===== src/rtl/patch_embed_pkg.sv =====
// Shared types and default sizing for the patch-embed output writer.
package patch_embed_pkg;

    typedef enum logic [1:0] {
        IDLE  = 2'd0,
        ACC   = 2'd1,
        WRITE = 2'd2,
        DONE  = 2'd3
    } state_e;

    localparam int unsigned OUT_BW   = 30;
    localparam int unsigned IN_BW    = 8;
    localparam int unsigned OUT_CH   = 64;
    localparam int unsigned OUT_SIZE = 27;
    localparam int unsigned TAPS     = 48;

    localparam int unsigned CH_AW  = $clog2(OUT_CH);
    localparam int unsigned PIX_AW = $clog2(OUT_SIZE * OUT_SIZE);
    localparam int unsigned TAP_W  = $clog2(TAPS);

    // Counter/address width that stays at least one bit for degenerate sizes.
    function automatic int unsigned addr_w(input int unsigned n);
        return (n > 1) ? $clog2(n) : 1;
    endfunction

endpackage


===== src/rtl/patch_embed_acc_writer_mac_accum.sv =====
// Signed multiply-accumulate with synchronous clear; exposes the next sum.
module mac_accum
    import patch_embed_pkg::*;
#(
    parameter int unsigned acc_w = OUT_BW,
    parameter int unsigned in_w  = IN_BW
) (
    input  logic              clk,
    input  logic              reset,
    input  logic              clr,
    input  logic              en,
    input  logic [in_w-1:0]   a,
    input  logic [in_w-1:0]   b,
    output logic [acc_w-1:0]  acc_nxt_c
);

    // acc_w must exceed the full product width so sign extension is meaningful.
    localparam int unsigned PROD_W = 2 * in_w;

    logic [PROD_W-1:0] a_ext_c;
    logic [PROD_W-1:0] b_ext_c;
    logic [PROD_W-1:0] prod_c;
    logic [acc_w-1:0]  prod_ext_c;
    logic [acc_w-1:0]  acc_q;
    logic [acc_w-1:0]  acc_d;

    // Full-width signed product, sign-extended, added with two's-complement wrap.
    always_comb begin
        a_ext_c    = {{in_w{a[in_w-1]}}, a};
        b_ext_c    = {{in_w{b[in_w-1]}}, b};
        prod_c     = a_ext_c * b_ext_c;
        prod_ext_c = {{(acc_w - PROD_W){prod_c[PROD_W-1]}}, prod_c};
        acc_nxt_c  = acc_q + prod_ext_c;
        acc_d      = acc_q;
        if (clr) begin
            acc_d = '0;
        end else if (en) begin
            acc_d = acc_nxt_c;
        end
    end

    // Accumulator register.
    always_ff @(posedge clk) begin
        if (reset) begin
            acc_q <= '0;
        end else begin
            acc_q <= acc_d;
        end
    end

endmodule


===== src/rtl/patch_embed_acc_writer.sv =====
// Accumulates TAPS act*wgt products per output element and writes each
// finished element to the output SRAM in channel-major, raster order.
module patch_embed_acc_writer
    import patch_embed_pkg::*;
#(
    parameter int unsigned bit_width = OUT_BW,
    parameter int unsigned in_width  = IN_BW,
    parameter int unsigned channels  = OUT_CH,
    parameter int unsigned size      = OUT_SIZE,
    parameter int unsigned taps      = TAPS
) (
    input  logic                              clk,
    input  logic                              reset,
    input  logic                              start,
    input  logic                              in_valid,
    output logic                              in_ready,
    input  logic [in_width-1:0]               act,
    input  logic [in_width-1:0]               wgt,
    output logic                              w_en,
    output logic [addr_w(channels)-1:0]       ch_addr,
    output logic [addr_w(size*size)-1:0]      addr,
    output logic [bit_width-1:0]              data_in,
    output logic                              busy,
    output logic                              frame_done
);

    localparam int unsigned NPIX   = size * size;
    localparam int unsigned CH_W   = addr_w(channels);
    localparam int unsigned PIX_W  = addr_w(NPIX);
    localparam int unsigned TAP_CW = addr_w(taps);

    localparam logic [1:0] ST_IDLE  = IDLE;
    localparam logic [1:0] ST_ACC   = ACC;
    localparam logic [1:0] ST_WRITE = WRITE;
    localparam logic [1:0] ST_DONE  = DONE;

    localparam logic [TAP_CW-1:0] TAP_LAST = TAP_CW'(taps - 1);
    localparam logic [PIX_W-1:0]  PIX_LAST = PIX_W'(NPIX - 1);
    localparam logic [CH_W-1:0]   CH_LAST  = CH_W'(channels - 1);

    logic [1:0]           state_q,      state_d;
    logic [TAP_CW-1:0]    tap_q,        tap_d;
    logic [PIX_W-1:0]     pix_q,        pix_d;
    logic [CH_W-1:0]      ch_q,         ch_d;
    logic                 in_ready_q,   in_ready_d;
    logic                 w_en_q,       w_en_d;
    logic                 busy_q,       busy_d;
    logic                 frame_done_q, frame_done_d;
    logic [CH_W-1:0]      ch_addr_q,    ch_addr_d;
    logic [PIX_W-1:0]     addr_q,       addr_d;
    logic [bit_width-1:0] data_in_q,    data_in_d;

    logic                 hs_c;
    logic                 mac_clr_c;
    logic                 mac_en_c;
    logic [bit_width-1:0] acc_nxt_c;

    // Product accumulator for the element currently being built.
    mac_accum #(
        .acc_w (bit_width),
        .in_w  (in_width)
    ) u_mac (
        .clk       (clk),
        .reset     (reset),
        .clr       (mac_clr_c),
        .en        (mac_en_c),
        .a         (act),
        .b         (wgt),
        .acc_nxt_c (acc_nxt_c)
    );

    // Next-state, counter and write-port logic; status outputs follow next state.
    always_comb begin
        state_d   = state_q;
        tap_d     = tap_q;
        pix_d     = pix_q;
        ch_d      = ch_q;
        ch_addr_d = ch_addr_q;
        addr_d    = addr_q;
        data_in_d = data_in_q;
        mac_clr_c = 1'b0;
        mac_en_c  = 1'b0;
        hs_c      = in_valid & in_ready_q;

        case (state_q)
            ST_IDLE: begin
                if (start) begin
                    state_d   = ST_ACC;
                    tap_d     = '0;
                    pix_d     = '0;
                    ch_d      = '0;
                    mac_clr_c = 1'b1;
                end
            end
            ST_ACC: begin
                if (hs_c) begin
                    mac_en_c = 1'b1;
                    if (tap_q == TAP_LAST) begin
                        // Capture the completed sum including this last product.
                        tap_d     = '0;
                        state_d   = ST_WRITE;
                        data_in_d = acc_nxt_c;
                        ch_addr_d = ch_q;
                        addr_d    = pix_q;
                    end else begin
                        tap_d = tap_q + TAP_CW'(1);
                    end
                end
            end
            ST_WRITE: begin
                mac_clr_c = 1'b1;
                tap_d     = '0;
                if (pix_q == PIX_LAST) begin
                    pix_d = '0;
                    if (ch_q == CH_LAST) begin
                        state_d = ST_DONE;
                    end else begin
                        ch_d    = ch_q + CH_W'(1);
                        state_d = ST_ACC;
                    end
                end else begin
                    pix_d   = pix_q + PIX_W'(1);
                    state_d = ST_ACC;
                end
            end
            ST_DONE: begin
                state_d = ST_IDLE;
            end
            default: begin
                state_d = ST_IDLE;
            end
        endcase

        in_ready_d   = (state_d == ST_ACC);
        busy_d       = (state_d == ST_ACC) || (state_d == ST_WRITE);
        w_en_d       = (state_d == ST_WRITE);
        frame_done_d = (state_d == ST_DONE);
    end

    // State, counters and registered outputs.
    always_ff @(posedge clk) begin
        if (reset) begin
            state_q      <= ST_IDLE;
            tap_q        <= '0;
            pix_q        <= '0;
            ch_q         <= '0;
            in_ready_q   <= 1'b0;
            w_en_q       <= 1'b0;
            busy_q       <= 1'b0;
            frame_done_q <= 1'b0;
            ch_addr_q    <= '0;
            addr_q       <= '0;
            data_in_q    <= '0;
        end else begin
            state_q      <= state_d;
            tap_q        <= tap_d;
            pix_q        <= pix_d;
            ch_q         <= ch_d;
            in_ready_q   <= in_ready_d;
            w_en_q       <= w_en_d;
            busy_q       <= busy_d;
            frame_done_q <= frame_done_d;
            ch_addr_q    <= ch_addr_d;
            addr_q       <= addr_d;
            data_in_q    <= data_in_d;
        end
    end

    assign in_ready   = in_ready_q;
    assign w_en       = w_en_q;
    assign busy       = busy_q;
    assign frame_done = frame_done_q;
    assign ch_addr    = ch_addr_q;
    assign addr       = addr_q;
    assign data_in    = data_in_q;

endmodule

===== config.mk =====
export PLATFORM = sky130hd
export DESIGN_NAME = patch_embed_acc_writer
export DESIGN_NICKNAME = d
export VERILOG_FILES = /design/src/rtl/patch_embed_pkg.sv /design/src/rtl/patch_embed_acc_writer_mac_accum.sv /design/src/rtl/patch_embed_acc_writer.sv
export SDC_FILE = /design/constraint.sdc
export NUM_CORES = 1
export LEC_CHECK = 0
export ABC_CLOCK_PERIOD_IN_PS = 23600
export CAP_MARGIN = 25
export CORE_ASPECT_RATIO = 1.1
export CORE_UTILIZATION = 64
export DETAILED_ROUTE_END_ITERATION = 7
export PLACE_DENSITY = 0.87
export SYNTH_ARGS = -nofsm -noshare
export SYNTH_HDL_FRONTEND = slang
export SYNTH_SLANG_ARGS = --single-unit

===== constraint.sdc =====
create_clock -name clk -period 23.6 [get_ports clk]
set_input_delay 4.72 -clock clk [delete_from_list [all_inputs] [get_ports clk]]
set_output_delay 4.72 -clock clk [all_outputs]
set_load 0.005 [all_outputs]

# Yosys cells after proc, flatten, opt, wreduce, memory -nomap -nowiden
# Index checks and enable logic that the tools add are counted.
[totals] out_inout_bits=50 input_bits=20 regBits=104
[op_classes] n_mul=1 bitwise=1 eq_ne=13 mux=20 add_sub_neg=4 reduce_logical=9
[ops] cell="adder 30 bit" count=1
[ops] cell="2-to-1 mux 6 bit" count=5
[ops] cell="2-to-1 mux 10 bit" count=2
[ops] cell="one-hot mux 10 bit (2 select lines)" count=1
[ops] cell="one-hot mux 6 bit (3 select lines)" count=1
[ops] cell="multiplier 8 x 8 -> 16 bit" count=1
[ops] cell="adder 6 x 1 -> 6 bit (second input constant)" count=2
[ops] cell="equality test 6 bit (second input constant)" count=2
[ops] cell="one-hot mux 6 bit (2 select lines)" count=1
[ops] cell="adder 10 x 1 -> 10 bit (second input constant)" count=1
[ops] cell="equality test 10 bit (second input constant)" count=1
[ops] cell="2-to-1 mux 2 bit" count=5
[ops] cell="equality test 2 bit (second input constant)" count=4
[ops] cell="!= test 2 bit (second input constant)" count=4
[ops] cell="one-hot mux 2 bit (4 select lines)" count=1
[ops] cell="AND reduction 3 bit" count=2
[ops] cell="equality test 2 x 1 -> 1 bit (second input constant)" count=2
[ops] cell="AND reduction 4 bit" count=1
[ops] cell="2-to-1 mux 1 bit" count=3
[ops] cell="nonzero test 3 bit" count=1
[ops] cell="logical NOT 2 bit" count=1
[ops] cell="one-hot mux 1 bit (2 select lines)" count=1
[ops] cell="AND reduction 2 bit" count=1
[ops] cell="nonzero test 2 bit" count=1
[ops] cell="3 further kinds" count=3

# Depth between registers and ports, before layout
# Gate-level depths: netlist of run 1.
[depth] ltp_word=6 ltp_mapped=29

# Hierarchy
# Synthesis of run 1 repeated with hierarchy kept, for this count alone.
[unflattened] hier_cells=953 area_unflattened_um2=8036.5
[by_module_without_submodules] module="mac_accum" cells_each=588 area_per_inst_um2=5083.6 seq_area_each_um2=600.6 instances=1
[by_module_without_submodules] module="patch_embed_acc_writer" cells_each=365 area_per_inst_um2=2952.8 seq_area_each_um2=1481.4 instances=1

# Least setup slack after synthesis of run 1
# Ideal clock, no wire load.
[synth_timing] kind="input port to flip-flop" from="input port wgt[3]" to="register data_in_q[29] (netlist: data_in[29])" path_slack_ps=12709 t_required_ps=23509 arrival_ps=10800 path_stages=24 cell_sequence="and2_1 -> fa_1 -> inv_1 -> fa_1 -> inv_1 -> fa_1 -> inv_1 -> fa_1 -> inv_1 -> ha_1 -> nand3_1 -> o2111ai_2 -> o211ai_2 -> xnor2_1 -> ha_1 -> a21o_1 -> a21o_1 -> a21oi_1 -> nand3b_1 -> a21oi_1 -> o21ai_1 -> and3_4 -> or3_1 -> a311oi_1"
[synth_via] elab_chain_len=2
[synth_rtl] element="start, declared" line_no="patch_embed_acc_writer.sv:18" rtl="input logic [in_width-1:0] wgt,"
[synth_rtl] element="multiplier 8 x 8 -> 16 bit" line_no="patch_embed_acc_writer_mac_accum.sv:31" rtl="prod_c = a_ext_c * b_ext_c;"
[synth_rtl] element="adder 30 bit" line_no="patch_embed_acc_writer_mac_accum.sv:33" rtl="acc_nxt_c = acc_q + prod_ext_c;"
[synth_rtl] element="end signal, assigned" line_no="patch_embed_acc_writer.sv:165" rtl="data_in_q <= data_in_d;"
[synth_rtl] element="end, declared" line_no="patch_embed_acc_writer.sv:51" rtl="logic [bit_width-1:0] data_in_q, data_in_d;"
# No other way between the ends.
# A chain may end at the register's enable or synchronous reset.

# Worst setup path in the final report of run 1
[layout_timing] from="input port act[3]" to="register data_in_q[29] (netlist: data_in[29])"
[layout_via] elab_chain_len=2
[layout_rtl] element="start, declared" line_no="patch_embed_acc_writer.sv:17" rtl="input logic [in_width-1:0] act,"
[layout_rtl] element="multiplier 8 x 8 -> 16 bit" line_no="patch_embed_acc_writer_mac_accum.sv:31"
[layout_rtl] element="adder 30 bit" line_no="patch_embed_acc_writer_mac_accum.sv:33"
# No other way between the ends.

==> results of run 1 <==
-- final cells by class --
class | instances | area (sq um) | share of cell area [%]
Sequential cell | 104 | 2080 | 23.2
Multi-Input combinational cell | 732 | 5280 | 58.9
Clock buffer | 9 | 225 | 2.51
Clock inverter | 7 | 66.3 | 0.740
Tap cell | 154 | 193 | 2.15
Inverter | 102 | 383 | 4.27
Timing Repair Buffer | 76 | 738 | 8.24
-- layout by cell type (no fill, tap or decap), types with 30 or more instances in the layout --
cell / instances
a21oi_1: 104
and2_1: 44
clkdlybuf4s50_1: 68
dfxtp_1: 104
fa_1: 56
ha_1: 66
inv_1: 102
nand2_1: 174
nor2_1: 62
xnor2_1: 30
-- report_power, final --
part	total (uW)	internal [uW]	switching, uW
registers	180	178	2.00
logic	744	291	453
clock network	144	73.8	70.4
-- final timing paths --
path | cells after the start | endpoint | slack (ns) | startpoint
max reg2reg | 11 | u_mac.acc_q[18] | 20.52 | u_mac.acc_q[0]
max | 29 | data_in[29] | 12.16 | act[3]
min | 2 | data_in[6] | 0.45 | data_in[6]
min reg2reg | 2 | data_in[6] | 0.45 | data_in[6]
-- sequential cells by signal, indices dropped and copies added, names as in the netlist --
signal	cells
ch_q	6
state_q	2
u_mac.acc_q	30
in_ready	1
busy	1
data_in	30
addr	10
pix_q	10
frame_done	1
w_en	1
tap_q	6
ch_addr	6
-- critical path: cells and delay by family --
kind	cells	cell delay (ns)
AOI/OAI and AO/OA	15	2.84
adders and majority gates	7	2.59
and+or+nand+nor	3	0.73
buffers and inverters	3	0.64
xor gates and xnor gates	1	0.17
-- through the flow --
step	worst slack, ns	utilization (%)	std cells	hold WS (ns)
after floorplan	12.71	-	968	0.436
after global placement	12.31	72.1	1168	0.442
after detailed placement	11.97	72.1	1168	0.447
after CTS	12.22	74.5	1184	0.457
after global routing	11.78	74.5	1184	0.469
final	12.16	74.5	1184	0.453
-- cell families (layout without fill, tap and decap cells) --
| kind of cell | Yosys count | after routing | synth area share [%] |
|---|---|---|---|
| and+or+nand+nor | 358 | 358 | 21.0 |
| buffers and inverters | 132 | 194 | 6.67 |
| xor gates and xnor gates | 51 | 51 | 5.76 |
| adders and majority gates | 122 | 122 | 24.7 |
| muxes | 2 | 2 | 0.254 |
| AOI/OAI and AO/OA | 199 | 199 | 15.3 |
| DFF | 104 | 104 | 26.4 |
-- routing by layer --
layer / track usage (%) / vias up
met3: 4.14 / 30
met1: 34.9 / 3156
met4: 8.99 / 0
met5: 0 / -
li1: - / 3293
met2: 46.0 / 178
==> results.py, run 1 <==
metrics = {
    "place": {
        "io_buffers": 69,
        "dp_hpwl_um": 12300,
        "place_area_sq_um": 8670,
        "place_congestion": 0.900,
    },
    "clock_network": {
        "clk_pin_slew_ns": 0.07,
        "cts_resized": 0,
        "cts-root-buf": "clkbuf_16",
        "cts_tree": "built",
        "postCtsSetupRepairBufs": 0,
        "clkSinkCount": 104,
        "postCtsHoldBufs": 0,
        "cts_buffers": 9,
        "insertion_delay_ns": 0.35,
        "clk_path_buf_depth": 2,
        "cts_max_level": 3,
    },
    "floorplan": {
        "coreArea_sq_um": 12000,
        "pin_count": 70,
        "row_count": 42,
        "die_w_um": 108,
        "dieArea_sq_um": 12800,
        "start_util_pct": 65.5,
        "die_h_um": 118,
    },
    "detailed_routing": {
        "drt-met1-wl_um": 7040,
        "num_vias": 6657,
        "vias_per_cell": 5.62,
        "drc": 0,
        "drt_iter0_drc": 390,
        "wl_per_cell_um": 13.9,
        "drtPass1Iterations": 5,
        "ant_nets": 0,
        "dr_wl_met2_um": 8200,
        "wirelength_um": 16500,
        "routed.top_layer": "met4",
        "met3WireLength_um": 838,
    },
    "layout": {
        "final_layout_size_suffix_gt1_share_pct": 3.98,
        "antenna_cells": 0,
        "fill_cells": 897,
        "syn2layout_area_growth_pct": 13.7,
        "nets": 1167,
        "postLayoutCellArea_sq_um": 8960,
    },
    "logic_synthesis": {
        "synth_area_leader_cell": "dfxtp_1",
        "synth_warnings": 0,
        "synth_fp_nets": 1110,
        "synthArstFlopShare_pct": 0,
        "ys_types": 54,
        "syn_area_sq_um": 7880,
        "seq_area_frac_synth_pct": 26.4,
        "ys_ff_latch": 104,
        "synth_edf_count": 0,
        "synth.area.top_cells": "dfxtp_1, fa_1, ha_1, nand2_1, a21oi_1",
        "synth.top_cell.area_share_pct": 26.4,
        "synth_commonest_cells": "nand2_1, a21oi_1, dfxtp_1",
        "syn_inst": 968,
        "synth.most_common_cell": "nand2_1",
        "synthFlopType": "dfxtp_1",
        "postSynthAreaPerCell_sq_um": 8.14,
    },
    "worst_setup_path": {
        "arrival_ns": 11.69,
        "crit_type": "input pin to flop",
        "cpPeakStageDelay_ns": 0.54,
        "cp.required_ns": 23.85,
        "crit_top_cell": "a21oi_1",
        "critPathSlowestCell": "clkdlybuf4s50_1",
        "startpoint_type": "input pin",
        "crit_fanout": 8,
        "crit_path_end_kind": "flop",
    },
    "sta": {
        "setup_viol": 0,
        "fin_crit_sh_pct": 48.5,
        "tightest_slew_ns": 0.696,
        "maxSlewViolCount": 0,
        "finalCriticalPeriod_ns": 11.44,
        "slew_headroom_pct": 53.0,
        "rsz0062_at_grt": "false",
        "finalHoldViolations": 0,
        "skew_ns": 0.00758,
        "setup_tns_ns": 0,
        "fmax_mhz": 87.4,
    },
    "outcome": {
        "outcome": "complete, no violations",
    },
    "min_path": {
        "min_path_type": "flop to flop",
    },
    "global_route": {
        "grt_pass1_wl_um": 27900,
        "grt_max_degree": 67,
        "grt_overflow": 0,
        "grt_pass1_vias": 6305,
        "antenna_found_initial": 0,
        "grt_usage_pct": 27.1,
    },
    "power_and_ir_drop": {
        "p_total_uw": 1070,
        "p_per_area_nw_per_um2": 119,
        "irDropWorstVdd_mv": 0.115,
        "p_leak_uw": 0.00375,
    },
    "job": {
        "max_cap_violations": 0,
    },
}
(Power assumes the default switching activity.)
==> run 2, diff against run 1 <==
--- a/config.mk
+++ b/config.mk
@@ -5,12 +5,12 @@
 export SDC_FILE = /design/constraint.sdc
 export NUM_CORES = 1
 export LEC_CHECK = 0
-export ABC_CLOCK_PERIOD_IN_PS = 23600
+export ABC_CLOCK_PERIOD_IN_PS = 10650
 export CAP_MARGIN = 25
 export CORE_ASPECT_RATIO = 1.1
-export CORE_UTILIZATION = 64
+export CORE_UTILIZATION = 59
 export DETAILED_ROUTE_END_ITERATION = 7
-export PLACE_DENSITY = 0.87
+export PLACE_DENSITY = 0.81
 export SYNTH_ARGS = -nofsm -noshare
 export SYNTH_HDL_FRONTEND = slang
 export SYNTH_SLANG_ARGS = --single-unit
==> constraint.sdc (replaced) <==
create_clock -name clk -period 10.65 [get_ports clk]
set_input_delay 2.13 -clock clk [delete_from_list [all_inputs] [get_ports clk]]
set_output_delay 2.13 -clock clk [all_outputs]
set_load 0.005 [all_outputs]
==> results.py, run 2 (synthesis results as in run 1) <==
metrics = {
    "sta": {
        "maxSlewViolCount": 0,
        "setup_viol": 0,
        "finalHoldViolations": 0,
        "hold_ws_ns": 0.453,
        "tightest_slew_ns": 1.00,
        "fmax_mhz": 117,
        "slew_headroom_pct": 33.3,
        "skew_ns": 0.00472,
        "fin_crit_sh_pct": 80.6,
        "rsz0062_at_grt": "false",
        "setup_tns_ns": 0,
        "finalCriticalPeriod_ns": 8.58,
    },
    "clock_network": {
        "cts_tree": "built",
        "cts-root-buf": "clkbuf_16",
        "clkSinkCount": 104,
        "clk_pin_slew_ns": 0.07,
        "postCtsHoldBufs": 0,
        "cts_resized": 0,
        "clk_path_buf_depth": 2,
        "insertion_delay_ns": 0.34,
        "cts_buffers": 9,
        "cts_max_level": 3,
        "postCtsSetupRepairBufs": 0,
    },
    "min_path": {
        "min_path_type": "flop to flop",
    },
    "detailed_routing": {
        "num_vias": 6591,
        "wirelength_um": 16200,
        "drtPass1Iterations": 8,
        "drc": 5,
        "vias_per_cell": 5.56,
        "ant_nets": 0,
        "wl_per_cell_um": 13.6,
        "drt_iter0_drc": 390,
    },
    "power_and_ir_drop": {
        "irDropWorstVdd_mv": 0.224,
        "p_per_area_nw_per_um2": 264,
        "p_leak_uw": 0.00376,
    },
    "layout": {
        "nets": 1166,
        "seqCellArea_sq_um": 2080,
        "syn2layout_area_growth_pct": 14.1,
        "antenna_cells": 0,
        "final_layout_size_suffix_gt1_share_pct": 3.89,
        "final_cell_mix": "nand2_1, a21oi_1, dfxtp_1",
        "multi_input_area_sq_um": 5280,
        "fill_cells": 1088,
        "final_common_cell": "nand2_1",
    },
    "worst_setup_path": {
        "crit_path_end_kind": "flop",
        "crit_fanout": 8,
        "cp_top_family": "adder cells",
        "startpoint_type": "input pin",
        "critPathSlowestCell": "clkdlybuf4s50_1",
        "arrival_ns": 8.83,
        "cp.required_ns": 10.90,
        "crit_type": "input pin to flop",
        "crit_buf_inv": 5,
        "crit_top_cell": "a21oi_1",
        "cpPeakStageDelay_ns": 0.54,
    },
    "floorplan": {
        "row_count": 43,
        "coreArea_sq_um": 12800,
        "die_h_um": 123,
        "start_util_pct": 61.6,
        "pin_count": 70,
        "dieArea_sq_um": 13800,
        "die_w_um": 112,
    },
    "global_route": {
        "grt_pass1_vias": 6334,
        "grt_pass1_wl_um": 27900,
        "grt_overflow": 0,
        "antenna_found_initial": 0,
        "grt_max_degree": 67,
        "grt_usage_pct": 24.6,
    },
    "place": {
        "io_buffers": 69,
        "place_congestion": 0.875,
        "dp_hpwl_um": 12200,
    },
    "outcome": {
        "outcome": "complete, but fails checks",
        "violations": "design-rule violations",
    },
    "job": {
        "max_cap_violations": 0,
    },
}
==> run 2: cell count changes in the layout (fill, tap and decap cells not counted) <==
cell	previous run	this run
clkinv_8	1	0
inv_8	1	0
bufinv_16	0	2
clkinv_4	2	0
buf_4	7	6
and2_1	44	43
and2_2	0	1
clkbuf_8	0	2
clkinv_2	1	0
==> run 2: layer usage <==
layer	GRT usage [%]	share of wire [%]
met5	0	0
met4	6.33	1.2
met3	3.09	3.4
met2	44.0	50
met1	31.6	45
==> run 2: worst min-delay path, cell delays in order, from the launching register on <==
cell     delay, ns
dfxtp_1       0.31
nand2_1       0.05
a21oi_1       0.05
==> run 2: worst paths after layout <==
check | slack, ns | depth (start not counted) | endpoint | start
worst max register to register | 7.50 | 11 | data_in[18] | u_mac.acc_q[0]
worst min-delay path | 0.45 | 2 | ch_addr[0] | ch_addr[0]
worst min register to register | 0.45 | 2 | ch_addr[0] | ch_addr[0]
worst max-delay path | 2.07 | 29 | data_in[29] | act[3]
==> run 2: cell type report <==
type / instances / area share [%]
timing repair buffer: 75 / 8.12
inverter: 102 / 4.25
multi-input combinational: 732 / 58.6
clock inverter: 4 / 0.848
sequential: 104 / 23.1
tap: 157 / 2.18
clock buffer: 11 / 2.81
==> run 2: through the flow <==
step,total power (uW),std cells,cell area (sq um),setup slack (ns),utilization [%]
3_3_place_gp,1990,1170,8670,1.95,67.7
4_1_cts,2390,1185,9000,2.07,70.3
3_5_place_dp,2020,1170,8670,1.73,67.7
6_report,2380,1185,9000,2.07,70.3
2_1_floorplan,1700,968,7880,2.35,-
5_1_grt,2610,1185,9000,1.65,70.3
==> run 2: report_power, final <==
part | leakage, uW | internal, uW | switching, uW
Clock | 0.000158 | 218 | 141
Combinational | 0.00277 | 643 | 978
Sequential | 0.000839 | 395 | 4.37
==> run 3, diff against run 2 <==
--- a/config.mk
+++ b/config.mk
@@ -5,7 +5,7 @@
 export SDC_FILE = /design/constraint.sdc
 export NUM_CORES = 1
 export LEC_CHECK = 0
-export ABC_CLOCK_PERIOD_IN_PS = 10650
+export ABC_CLOCK_PERIOD_IN_PS = 8080
 export CAP_MARGIN = 25
 export CORE_ASPECT_RATIO = 1.1
 export CORE_UTILIZATION = 59
==> constraint.sdc (replaced) <==
create_clock -name clk -period 8.08 [get_ports clk]
set_input_delay 1.616 -clock clk [delete_from_list [all_inputs] [get_ports clk]]
set_output_delay 1.616 -clock clk [all_outputs]
set_load 0.005 [all_outputs]
==> results.py, run 3 (synthesis results as in run 1) <==
metrics = {
    "worst_setup_path": {
        "arrival_ns": 7.99,
        "crit_type": "input pin to flop",
        "crit_path_end_kind": "flop",
        "cp.required_ns": 8.35,
        "crit_fanout": 8,
        "startpoint_type": "input pin",
        "cpPeakStageDelay_ns": 0.56,
        "critPathSlowestCell": "clkdlybuf4s50_1",
        "reg2reg_depth": 11,
    },
    "detailed_routing": {
        "vias_per_cell": 5.51,
        "ant_nets": 0,
        "drtPass1Iterations": 8,
        "num_vias": 6627,
        "wl_per_cell_um": 13.6,
        "drt_iter0_drc": 455,
        "wirelength_um": 16400,
        "drc": 6,
    },
    "floorplan": {
        "start_util_pct": 61.6,
        "pin_count": 70,
        "die_h_um": 123,
        "coreArea_sq_um": 12800,
        "row_count": 43,
        "dieArea_sq_um": 13800,
        "die_w_um": 112,
    },
    "sta": {
        "hold_ws_ns": 0.453,
        "finalCriticalPeriod_ns": 7.72,
        "tightest_slew_ns": 0.983,
        "setup_viol": 0,
        "maxSlewViolCount": 0,
        "skew_ns": 0.00662,
        "timing.final.ws_setup_ns": 0.355,
        "slew_headroom_pct": 34.4,
        "fin_crit_sh_pct": 95.6,
        "fmax_mhz": 129,
        "finalHoldViolations": 0,
    },
    "job": {
        "max_cap_violations": 0,
    },
    "global_route": {
        "grt_overflow": 0,
        "grt_pass1_vias": 6341,
        "grt_max_degree": 67,
        "grt.busiest_layer": "met2",
        "grt_use_met3_pct": 3.63,
        "grt_usage_pct": 24.6,
        "grt_use_met2_pct": 43.1,
        "antenna_found_initial": 0,
        "grt_pass1_wl_um": 27900,
        "grt_util_met1_pct": 31.9,
    },
    "layout": {
        "antenna_cells": 0,
        "final_cell_mix": "nand2_1, dfxtp_1, inv_1",
        "multi_input_area_sq_um": 5300,
        "stdcell_count": 1202,
        "syn2layout_area_growth_pct": 16.1,
        "nets": 1183,
        "seqCellArea_sq_um": 2080,
        "final_layout_size_suffix_gt1_share_pct": 6.12,
        "final_common_cell": "nand2_1",
        "fill_cells": 1047,
    },
    "place": {
        "place_congestion": 0.937,
        "place_inst": 1186,
        "dp_hpwl_um": 12400,
        "place_ws_ns": -0.0989,
        "io_buffers": 69,
    },
    "clock_network": {
        "clk_path_buf_depth": 2,
        "insertion_delay_ns": 0.34,
        "cts_max_level": 3,
        "cts-root-buf": "clkbuf_16",
        "cts_tree": "built",
        "clk_pin_slew_ns": 0.07,
        "clkSinkCount": 104,
        "cts_buffers": 9,
    },
    "power_and_ir_drop": {
        "p_leak_uw": 0.00391,
        "p_total_uw": 3240,
        "irDropWorstVdd_mv": 0.364,
        "p_per_area_nw_per_um2": 354,
    },
    "min_path": {
        "hold_depth": 2,
        "min_path_type": "flop to flop",
    },
    "outcome": {
        "violations": "design-rule violations",
        "outcome": "complete, but fails checks",
    },
}
run 3: cell count changes in the layout (fill, tap and decap cells not counted), moves of 2 or more:
cell / previous run / this run
buf_4: 6 / 22
clkdlybuf4s50_1: 68 / 58
clkbuf_8: 2 / 0
clkinvlp_4: 1 / 4
a21oi_2: 0 / 4
dlymetal6s2s_1: 0 / 10
a21oi_1: 104 / 100
run 3: what timing repair did:
item,CTS,global route
buffers inserted,0,1
setup endpoints to repair,0,7
resized for setup,0,17
hold buffers,0,0
run 3: layout make-up:
class | count | area share [%]
Clock buffer | 9 | 2.46
Inverter | 102 | 4.18
Tap cell | 157 | 2.15
Multi-Input combinational cell | 732 | 57.9
Timing Repair Buffer | 92 | 9.79
Clock inverter | 6 | 0.752
Sequential cell | 104 | 22.8
run 3: where the power goes:
group	internal (uW)	switching, uW	total [uW]
clock	239	191	431
combinational	968	1320	2290
sequential	521	5.69	526
total	1730	1510	3240
run 3: metrics by stage:
| stage | cell area [sq um] | util, % | TNS, ns |
|---|---|---|---|
| floorplan | 7880 | - | 0 |
| global placement | 8800 | 68.7 | 0 |
| detailed placement | 8800 | 68.7 | -0.198 |
| CTS | 9100 | 71.0 | 0 |
| global route | 9150 | 71.5 | -0.0505 |
| finish | 9150 | 71.5 | 0 |
run 3: routing by layer:
metal / vias to the layer above / part of all wire, %
met5: - / 0
met4: 0 / 1.5
met3: 22 / 4.1
met2: 153 / 49
met1: 3130 / 45
li1: 3322 / -
run 3: path summary, 6_finish.rpt:
kind	slack, ns	end	startpoint
setup / recovery	0.36	u_mac.acc_q[29]	act[5]
hold / removal	0.45	data_in[9]	data_in[9]
setup reg to reg	4.88	data_in[18]	u_mac.acc_q[0]
hold reg to reg	0.45	data_in[9]	data_in[9]
run 3: critical path, delay by kind of cell:
family / cells / cell delay (ns)
adders and majority gates: 6 / 2.62
AOI/OAI and AO/OA: 14 / 2.01
and+or+nand+nor: 3 / 0.81
buffers and inverters: 5 / 0.76
xor gates and xnor gates: 1 / 0.17
